--- src/rtl/zc_pkg.sv ---
// Shared constants for the zero-count / normalise pipeline: mode encodings,
// nibble group width and the elaboration-time parameter legality check.
package zc_pkg;

  localparam logic MODE_LZ = 1'b0;
  localparam logic MODE_TZ = 1'b1;

  localparam int GROUP_W = 4;

  // WIDTH must be a power of two between 8 and 64 so that it splits into whole nibbles.
  function automatic bit width_legal(input int w);
    return (w >= 8) && (w <= 64) && ((w & (w - 1)) == 0);
  endfunction

endpackage

--- src/rtl/zc_group4.sv ---
// Combinational 4-bit zero encoder: counts zeros from the MSB (LZ) or the LSB (TZ)
// of one nibble and flags an all-zero nibble.
module zc_group4
  import zc_pkg::*;
(
  input  logic [GROUP_W-1:0] nibble_i,
  input  logic               dir_i,
  output logic [1:0]         cnt_o,
  output logic               zero_o
);

  // An all-zero nibble reports count 3; the combine stage skips it via zero_o.
  always_comb begin
    cnt_o  = 2'd0;
    zero_o = (nibble_i == '0);
    if (dir_i == MODE_LZ) begin
      if (nibble_i[3])      cnt_o = 2'd0;
      else if (nibble_i[2]) cnt_o = 2'd1;
      else if (nibble_i[1]) cnt_o = 2'd2;
      else                  cnt_o = 2'd3;
    end else begin
      if (nibble_i[0])      cnt_o = 2'd0;
      else if (nibble_i[1]) cnt_o = 2'd1;
      else if (nibble_i[2]) cnt_o = 2'd2;
      else                  cnt_o = 2'd3;
    end
  end

endmodule

--- src/rtl/zero_count_norm_pipe.sv ---
// Three-stage leading/trailing zero counter with normalising shifter and a
// valid/ready handshake; a sideband tag rides along with every word.
module zero_count_norm_pipe
  import zc_pkg::*;
#(
  parameter  int WIDTH = 32,
  parameter  int TAG_W = 8,
  localparam int CNT_W = $clog2(WIDTH)
) (
  input  logic             clk,
  input  logic             rst,
  input  logic             in_valid,
  output logic             in_ready,
  input  logic [WIDTH-1:0] in_data,
  input  logic             in_mode,
  input  logic [TAG_W-1:0] in_tag,
  output logic             out_valid,
  input  logic             out_ready,
  output logic [CNT_W-1:0] out_cnt,
  output logic             out_zero,
  output logic [WIDTH-1:0] out_norm,
  output logic             out_mode,
  output logic [TAG_W-1:0] out_tag
);

  localparam int NG = WIDTH / GROUP_W;

  if (!width_legal(WIDTH) || (TAG_W < 1)) begin : g_bad_param
    $error("zero_count_norm_pipe: WIDTH must be a power of two in 8..64 and TAG_W >= 1");
  end

  logic adv1, adv2, adv3;

  logic                   s1_valid_q;
  logic [WIDTH-1:0]       s1_data_q;
  logic                   s1_mode_q;
  logic [TAG_W-1:0]       s1_tag_q;
  logic [NG-1:0][1:0]     s1_gcnt_q;
  logic [NG-1:0]          s1_gzero_q;
  logic [NG-1:0][1:0]     gcnt_d;
  logic [NG-1:0]          gzero_d;

  logic                   s2_valid_q;
  logic [WIDTH-1:0]       s2_data_q;
  logic                   s2_mode_q;
  logic [TAG_W-1:0]       s2_tag_q;
  logic [CNT_W-1:0]       s2_cnt_q;
  logic                   s2_zero_q;
  logic [CNT_W-1:0]       s2_cnt_d;
  logic [CNT_W-1:0]       lz_cnt;
  logic [CNT_W-1:0]       tz_cnt;
  logic                   s2_zero_d;

  logic                   s3_valid_q;
  logic [WIDTH-1:0]       s3_norm_q;
  logic                   s3_mode_q;
  logic [TAG_W-1:0]       s3_tag_q;
  logic [CNT_W-1:0]       s3_cnt_q;
  logic                   s3_zero_q;
  logic [WIDTH-1:0]       s3_norm_d;

  // A stage may load when it is empty or its contents move on this cycle.
  assign adv3     = ~s3_valid_q | out_ready;
  assign adv2     = ~s2_valid_q | adv3;
  assign adv1     = ~s1_valid_q | adv2;
  assign in_ready = adv1;

  for (genvar g = 0; g < NG; g++) begin : g_group
    zc_group4 u_group (
      .nibble_i (in_data[g*GROUP_W +: GROUP_W]),
      .dir_i    (in_mode),
      .cnt_o    (gcnt_d[g]),
      .zero_o   (gzero_d[g])
    );
  end

  always_ff @(posedge clk or posedge rst) begin
    if (rst) begin
      s1_valid_q <= 1'b0;
      s1_data_q  <= '0;
      s1_mode_q  <= 1'b0;
      s1_tag_q   <= '0;
      s1_gcnt_q  <= '0;
      s1_gzero_q <= '0;
    end else begin
      if (adv1) s1_valid_q <= in_valid;
      if (adv1 && in_valid) begin
        s1_data_q  <= in_data;
        s1_mode_q  <= in_mode;
        s1_tag_q   <= in_tag;
        s1_gcnt_q  <= gcnt_d;
        s1_gzero_q <= gzero_d;
      end
    end
  end

  // Later loop iterations overwrite earlier ones, so LZ ends on the highest
  // non-zero nibble and TZ (scanned downwards) on the lowest.
  always_comb begin
    lz_cnt = '0;
    tz_cnt = '0;
    for (int i = 0; i < NG; i++) begin
      if (!s1_gzero_q[i])
        lz_cnt = CNT_W'((NG - 1 - i) * GROUP_W) + CNT_W'(s1_gcnt_q[i]);
    end
    for (int i = NG - 1; i >= 0; i--) begin
      if (!s1_gzero_q[i])
        tz_cnt = CNT_W'(i * GROUP_W) + CNT_W'(s1_gcnt_q[i]);
    end
    s2_zero_d = &s1_gzero_q;
    s2_cnt_d  = (s1_mode_q == MODE_TZ) ? tz_cnt : lz_cnt;
  end

  always_ff @(posedge clk or posedge rst) begin
    if (rst) begin
      s2_valid_q <= 1'b0;
      s2_data_q  <= '0;
      s2_mode_q  <= 1'b0;
      s2_tag_q   <= '0;
      s2_cnt_q   <= '0;
      s2_zero_q  <= 1'b0;
    end else begin
      if (adv2) s2_valid_q <= s1_valid_q;
      if (adv2 && s1_valid_q) begin
        s2_data_q <= s1_data_q;
        s2_mode_q <= s1_mode_q;
        s2_tag_q  <= s1_tag_q;
        s2_cnt_q  <= s2_cnt_d;
        s2_zero_q <= s2_zero_d;
      end
    end
  end

  // An all-zero word carries cnt=0 and data=0, so its norm is zero in either direction.
  always_comb begin
    s3_norm_d = (s2_mode_q == MODE_TZ) ? (s2_data_q >> s2_cnt_q) : (s2_data_q << s2_cnt_q);
  end

  always_ff @(posedge clk or posedge rst) begin
    if (rst) begin
      s3_valid_q <= 1'b0;
      s3_norm_q  <= '0;
      s3_mode_q  <= 1'b0;
      s3_tag_q   <= '0;
      s3_cnt_q   <= '0;
      s3_zero_q  <= 1'b0;
    end else begin
      if (adv3) s3_valid_q <= s2_valid_q;
      if (adv3 && s2_valid_q) begin
        s3_norm_q <= s3_norm_d;
        s3_mode_q <= s2_mode_q;
        s3_tag_q  <= s2_tag_q;
        s3_cnt_q  <= s2_cnt_q;
        s3_zero_q <= s2_zero_q;
      end
    end
  end

  assign out_valid = s3_valid_q;
  assign out_cnt   = s3_cnt_q;
  assign out_zero  = s3_zero_q;
  assign out_norm  = s3_norm_q;
  assign out_mode  = s3_mode_q;
  assign out_tag   = s3_tag_q;

endmodule

--- config.mk ---
export PLATFORM = sky130hd
export DESIGN_NAME = zero_count_norm_pipe
export DESIGN_NICKNAME = d
export VERILOG_FILES = /design/src/rtl/zc_pkg.sv /design/src/rtl/zc_group4.sv /design/src/rtl/zero_count_norm_pipe.sv
export SDC_FILE = /design/constraint.sdc
export NUM_CORES = 1
export LEC_CHECK = 0
export CORE_MARGIN = 2
export CORE_UTILIZATION = 53
export DETAILED_ROUTE_END_ITERATION = 8
export PLACE_DENSITY = 0.74
export SETUP_SLACK_MARGIN = 0.02
export SYNTH_ARGS = -nofsm -noshare
export SYNTH_HDL_FRONTEND = slang
export SYNTH_SLANG_ARGS = --single-unit
--- constraint.sdc ---
create_clock -name clk -period 12.1 [get_ports clk]
set_input_delay 2.42 -clock clk [delete_from_list [all_inputs] [get_ports clk]]
set_output_delay 2.42 -clock clk [all_outputs]
set_load 0.1 [all_outputs]
Word-level counts from Yosys, hierarchy flattened. Cells that the tools add are included.

Input bits: 45. Latch bits: 0. Memory bits (read-only): 0. Bits in writable memories: 0. Bits in registers: 162. Word-level logic and storage cells: 133. Memories: 0. Output and inout bits: 49.

Multiply operators: 0. Order comparisons: 0. Muxes and demuxes: 74. Bitwise logic cells: 6. Reductions and logical operators: 12. Div/mod/pow operators: 0. Add/subtract/negate cells: 14. Eq/ne operators: 0. Shift-type cells: 2.

Operator list (number): $mux W5 (17); $mux W2 (40); $logic_not A4 Y1 (8); $mux W32 (1); $shl A32 B5 Y32 (1); $shr A32 B5 Y32 (1); $add A4 B2 Y5 const A (4); $add A5 B2 Y5 const A (4); $mux W1 (16); $add A4 B3 Y5 const A (2); $add A3 B2 Y4 const A (2); $add A3 B3 Y4 const A (2); $reduce_and A8 Y1 (1); $logic_and A1 B1 Y1 (3); $not A1 Y1 (3); $or A1 B1 Y1 (3).

Longest topological paths before layout.
Depth in word-level cells: 10. Mapped depth: 9. Gate-level depth less buffers: 5.

By module. A second synthesis with hierarchy kept.

Cell total of the unflattened synthesis: 1143. Area, all modules: 11273.3 µm².

By module, submodules not included: zero_count_norm_pipe (instances 1, cells each 1079, sequential area each 4053.9 µm², area an instance 10802.9 µm²); zc_group4 (instances 8, cells each 8, sequential area each 0.0 µm², area an instance 58.8 µm²).

Worst setup path after synthesis. Ideal clock, no wire load.

Kind: input port to output port. Start: input port out_ready. End: output port in_ready. Required time: 9.680 ns. Path buffers: 0. Data arrival time: 3.431 ns. Path slack: 6.249 ns. Stages: 1. Cell sequence: nand4b_1.

Cells in the longest elaborated chain, start to end: 3.

RTL lines: start: declaration (RTL line zero_count_norm_pipe.sv:18) `input logic out_ready,`; $or A1 B1 Y1 (RTL line zero_count_norm_pipe.sv:63) `assign adv3 = ~s3_valid_q | out_ready;`; $or A1 B1 Y1 (RTL line zero_count_norm_pipe.sv:64) `assign adv2 = ~s2_valid_q | adv3;`; $or A1 B1 Y1 (RTL line zero_count_norm_pipe.sv:65) `assign adv1 = ~s1_valid_q | adv2;`; end: declaration (RTL line zero_count_norm_pipe.sv:13) `output logic in_ready,`.

Every way passes these cells.

Worst setup path in the final report. Same ends and word-level chain as after synthesis.

==> reports/metrics.csv <==
metric,value,unit
path_class,input port to output pin,
arrival,4.23,ns
crit_required,9.68,ns
grt_util_all_layers,0.298,
fill_cells,1770,
crit_path_end_kind,output pin,
final_layout_size_suffix_gt1_frac,0.138,
drt_wl_total,31400,um
clk_pin_slew,0.08,ns
drt-initial-drc-count,833,
clock_latency,0.44,ns
synth_top_cell_by_area,dfrtp_1,
grt_pass1_wl,50600,um
dieArea,0.0216,sq mm
synth_xor_area_frac,0,
ys_ff_latch,162,
relSlewSlack,0.221,
crit_family,buffers and inverters,
via_per_inst,6.31,
power.density,241,mW/mm^2
maxSlewViolCount,0,
syn_to_final_growth,13.3,%
cp_common_cell,clkdlybuf4s50_1,
period_needed,6.65,ns
min_path_type,register to register,
antenna_cells,0,
crit_fanout,3,
synth_top_family_by_area,multiplexers,
clk_path_buf_depth,2,
finalInstanceArea,0.0123,sq mm
ys_top_cells_by_area,"dfrtp_1 (37%), mux4_2 (9.8%), nand2_1 (9.0%), mux2_2 (5.7%), mux2i_1 (4.5%)",
synth_mux_area_frac,0.222,
ant_nets,0,
finalSetupTns,0,ns
async_flop_share,1.00,
ctsResizeCount,0,
ctsHoldBuffers,0,
chipWidth,147,um
die_y,147,um
cts_tree,built,
max_stage_delay,1.16,ns
slowest_stage,clkdlybuf4s50_1,
cts_buffers,17,
drtPass1Iterations,5,
rows,52,
period_share,0.550,
run_status,"complete, no violations",
drv_cap,0,
h-tree-depth,4,
io_pins,94,
core,0.0202,sq mm
cts_setup_buffers,0,
path_cells,clkdlybuf4s50_1 > nand4b_1 > clkdlybuf4s50_1,
synthFlopType,dfrtp_1,
path_buf_inv,2,
overflow,0,
final-hold-violation-count,0,
ys_top_cells_by_count,"nand2_1 (260), dfrtp_1 (162), nor2_1 (90)",
hpwl,22100,um
synth_most_common_cell,nand2_1,
fmax,0.150,GHz
ir_drop,0.122,mV
synth_top_area_frac,0.374,
synth_compound_area_frac,0.166,
wl_per_cell,21.1,um
finalSetupViolations,0,
syn_area_per_cell,9.11,sq um
vias,9386,
yosys.area_share.simple,0.177,
p_leak,5.10,nW
antenna_found_initial,0,
start_kind,input port,
worst_clock_skew,0.0169,ns
ys.warnings.count,0,
tightest_slew,1.17,ns
synthCells,1190,
portBuffers,93,
syn-cell-area,0.0108,sq mm
grt_max_degree,106,
cts-root-buf,clkbuf_16,
start_util,0.537,
synth_adder_area_share,0,
syn_nets,1235,
synth-edff-count,0,
rsz0062_at_grt,false,
post_dp_cell_area,0.0117,sq mm
grt_pass1_vias,8851,
drc,0,
cts.sinks,162,
num-nets-final,1250,
yosysSeqAreaShare,0.374,
netlist-cell-type-count,64,
routabilityCongestion,0.963,
[per-layer routing]
layer	GRT usage	wire length [um]
met5	0	0
met4	0.0966	884
met3	0.0568	2470
met2	0.448	14100
met1	0.440	13900
[per-stage QoR]
step,std cells,hold slack (ns),power (mW),util,worst slack (ns)
after floorplan,1190,0.433,2.01,-,5.30
after global placement,1456,0.446,2.39,0.579,5.46
after detailed placement,1456,0.450,2.40,0.579,5.45
after CTS,1488,0.462,2.94,0.609,5.45
after global routing,1488,0.492,3.09,0.609,5.36
final,1488,0.452,2.96,0.609,5.45
[worst reg2reg max path, stage by stage (launching register included)]
cell      delay, ns
dfrtp_4        0.70
buf_4          0.71
mux4_1         0.65
mux2i_1        0.30
o32ai_1        0.20
a221oi_1       0.47
a21oi_1        0.13
[registers in the layout (all words and copies together) (netlist names)]
signal      cells
out_tag         8
s2_valid_q      1
s2_cnt_q        5
s2_data_q      32
out_cnt         5
s1_mode_q       1
out_valid       1
s1_tag_q        8
out_norm       32
s2_tag_q        8
s2_mode_q       1
s1_valid_q      1
s1_data_q      32
s2_zero_q       1
s1_gzero_q      8
out_mode        1
s1_gcnt_q      16
out_zero        1
[area by class of cell]
type / instances / area [sq um] / area share
multi-input cells: 886 / 6120 / 0.499
flip-flops and latches: 162 / 4060 / 0.331
repair buffers: 108 / 1040 / 0.0850
clock buffers: 17 / 425 / 0.0347
well taps: 270 / 338 / 0.0275
clock inverters: 15 / 165 / 0.0135
inverters: 30 / 118 / 0.00958
[layout by cell type, fill, tap and decap left out, types with 4 or more instances in the layout]
master	netlist	layout
a211o_1	7	7
a211oi_1	22	22
a21oi_1	58	58
a221oi_1	10	10
a22oi_1	6	6
a311oi_1	8	8
a31oi_1	24	24
and2_1	6	6
buf_4	10	15
clkbuf_16	0	17
clkdlybuf4s50_1	0	93
clkinv_4	0	4
dfrtp_1	162	159
inv_1	28	27
inv_6	0	4
mux2_2	55	55
mux2i_1	49	49
mux4_1	6	6
mux4_2	47	47
nand2_1	260	259
nand2b_1	22	22
nand3_1	12	12
nand3b_1	7	7
nor2_1	90	90
nor2b_1	8	8
nor3_1	18	18
nor3b_1	5	5
nor4_1	4	4
o211ai_1	10	10
o21ai_0	67	67
o221ai_1	7	7
o22ai_1	21	21
o31ai_1	6	6
o32a_1	4	4
o32ai_1	4	4
or3_1	5	5
[cell families after synthesis]
family                 Yosys count
AND/OR/NAND/NOR                449
AO/OA/AOI/OAI                  275
multiplexers                   162
flip-flops                     162
buffers and inverters          142
[power by group]
| part | leakage (nW) | total (mW) | switching (mW) | internal [mW] |
|---|---|---|---|---|
| clock | 0.290 | 0.538 | 0.261 | 0.277 |
| sequential | 1.98 | 0.820 | 0.155 | 0.665 |
| combinational | 2.83 | 1.60 | 1.07 | 0.536 |
[worst paths after layout]
kind	startpoint	endpoint	slack, ns	cells after the start
worst max register to register	s2_cnt_q[1]$_DFFE_PP0P_	out_norm[20]$_DFFE_PP0P_	8.81	6
min in group asynchronous	rst	s1_data_q[27]$_DFFE_PP0P_	2.51	2
worst min register to register	s1_data_q[31]$_DFFE_PP0P_	s2_data_q[31]$_DFFE_PP0P_	0.45	2
worst max-delay path	out_ready	in_ready	5.45	3
max in group asynchronous	rst	s2_cnt_q[1]$_DFFE_PP0P_	8.03	3
worst min-delay path	s1_data_q[31]$_DFFE_PP0P_	s2_data_q[31]$_DFFE_PP0P_	0.45	2
Note: power is estimated with default switching activity, not from simulation.
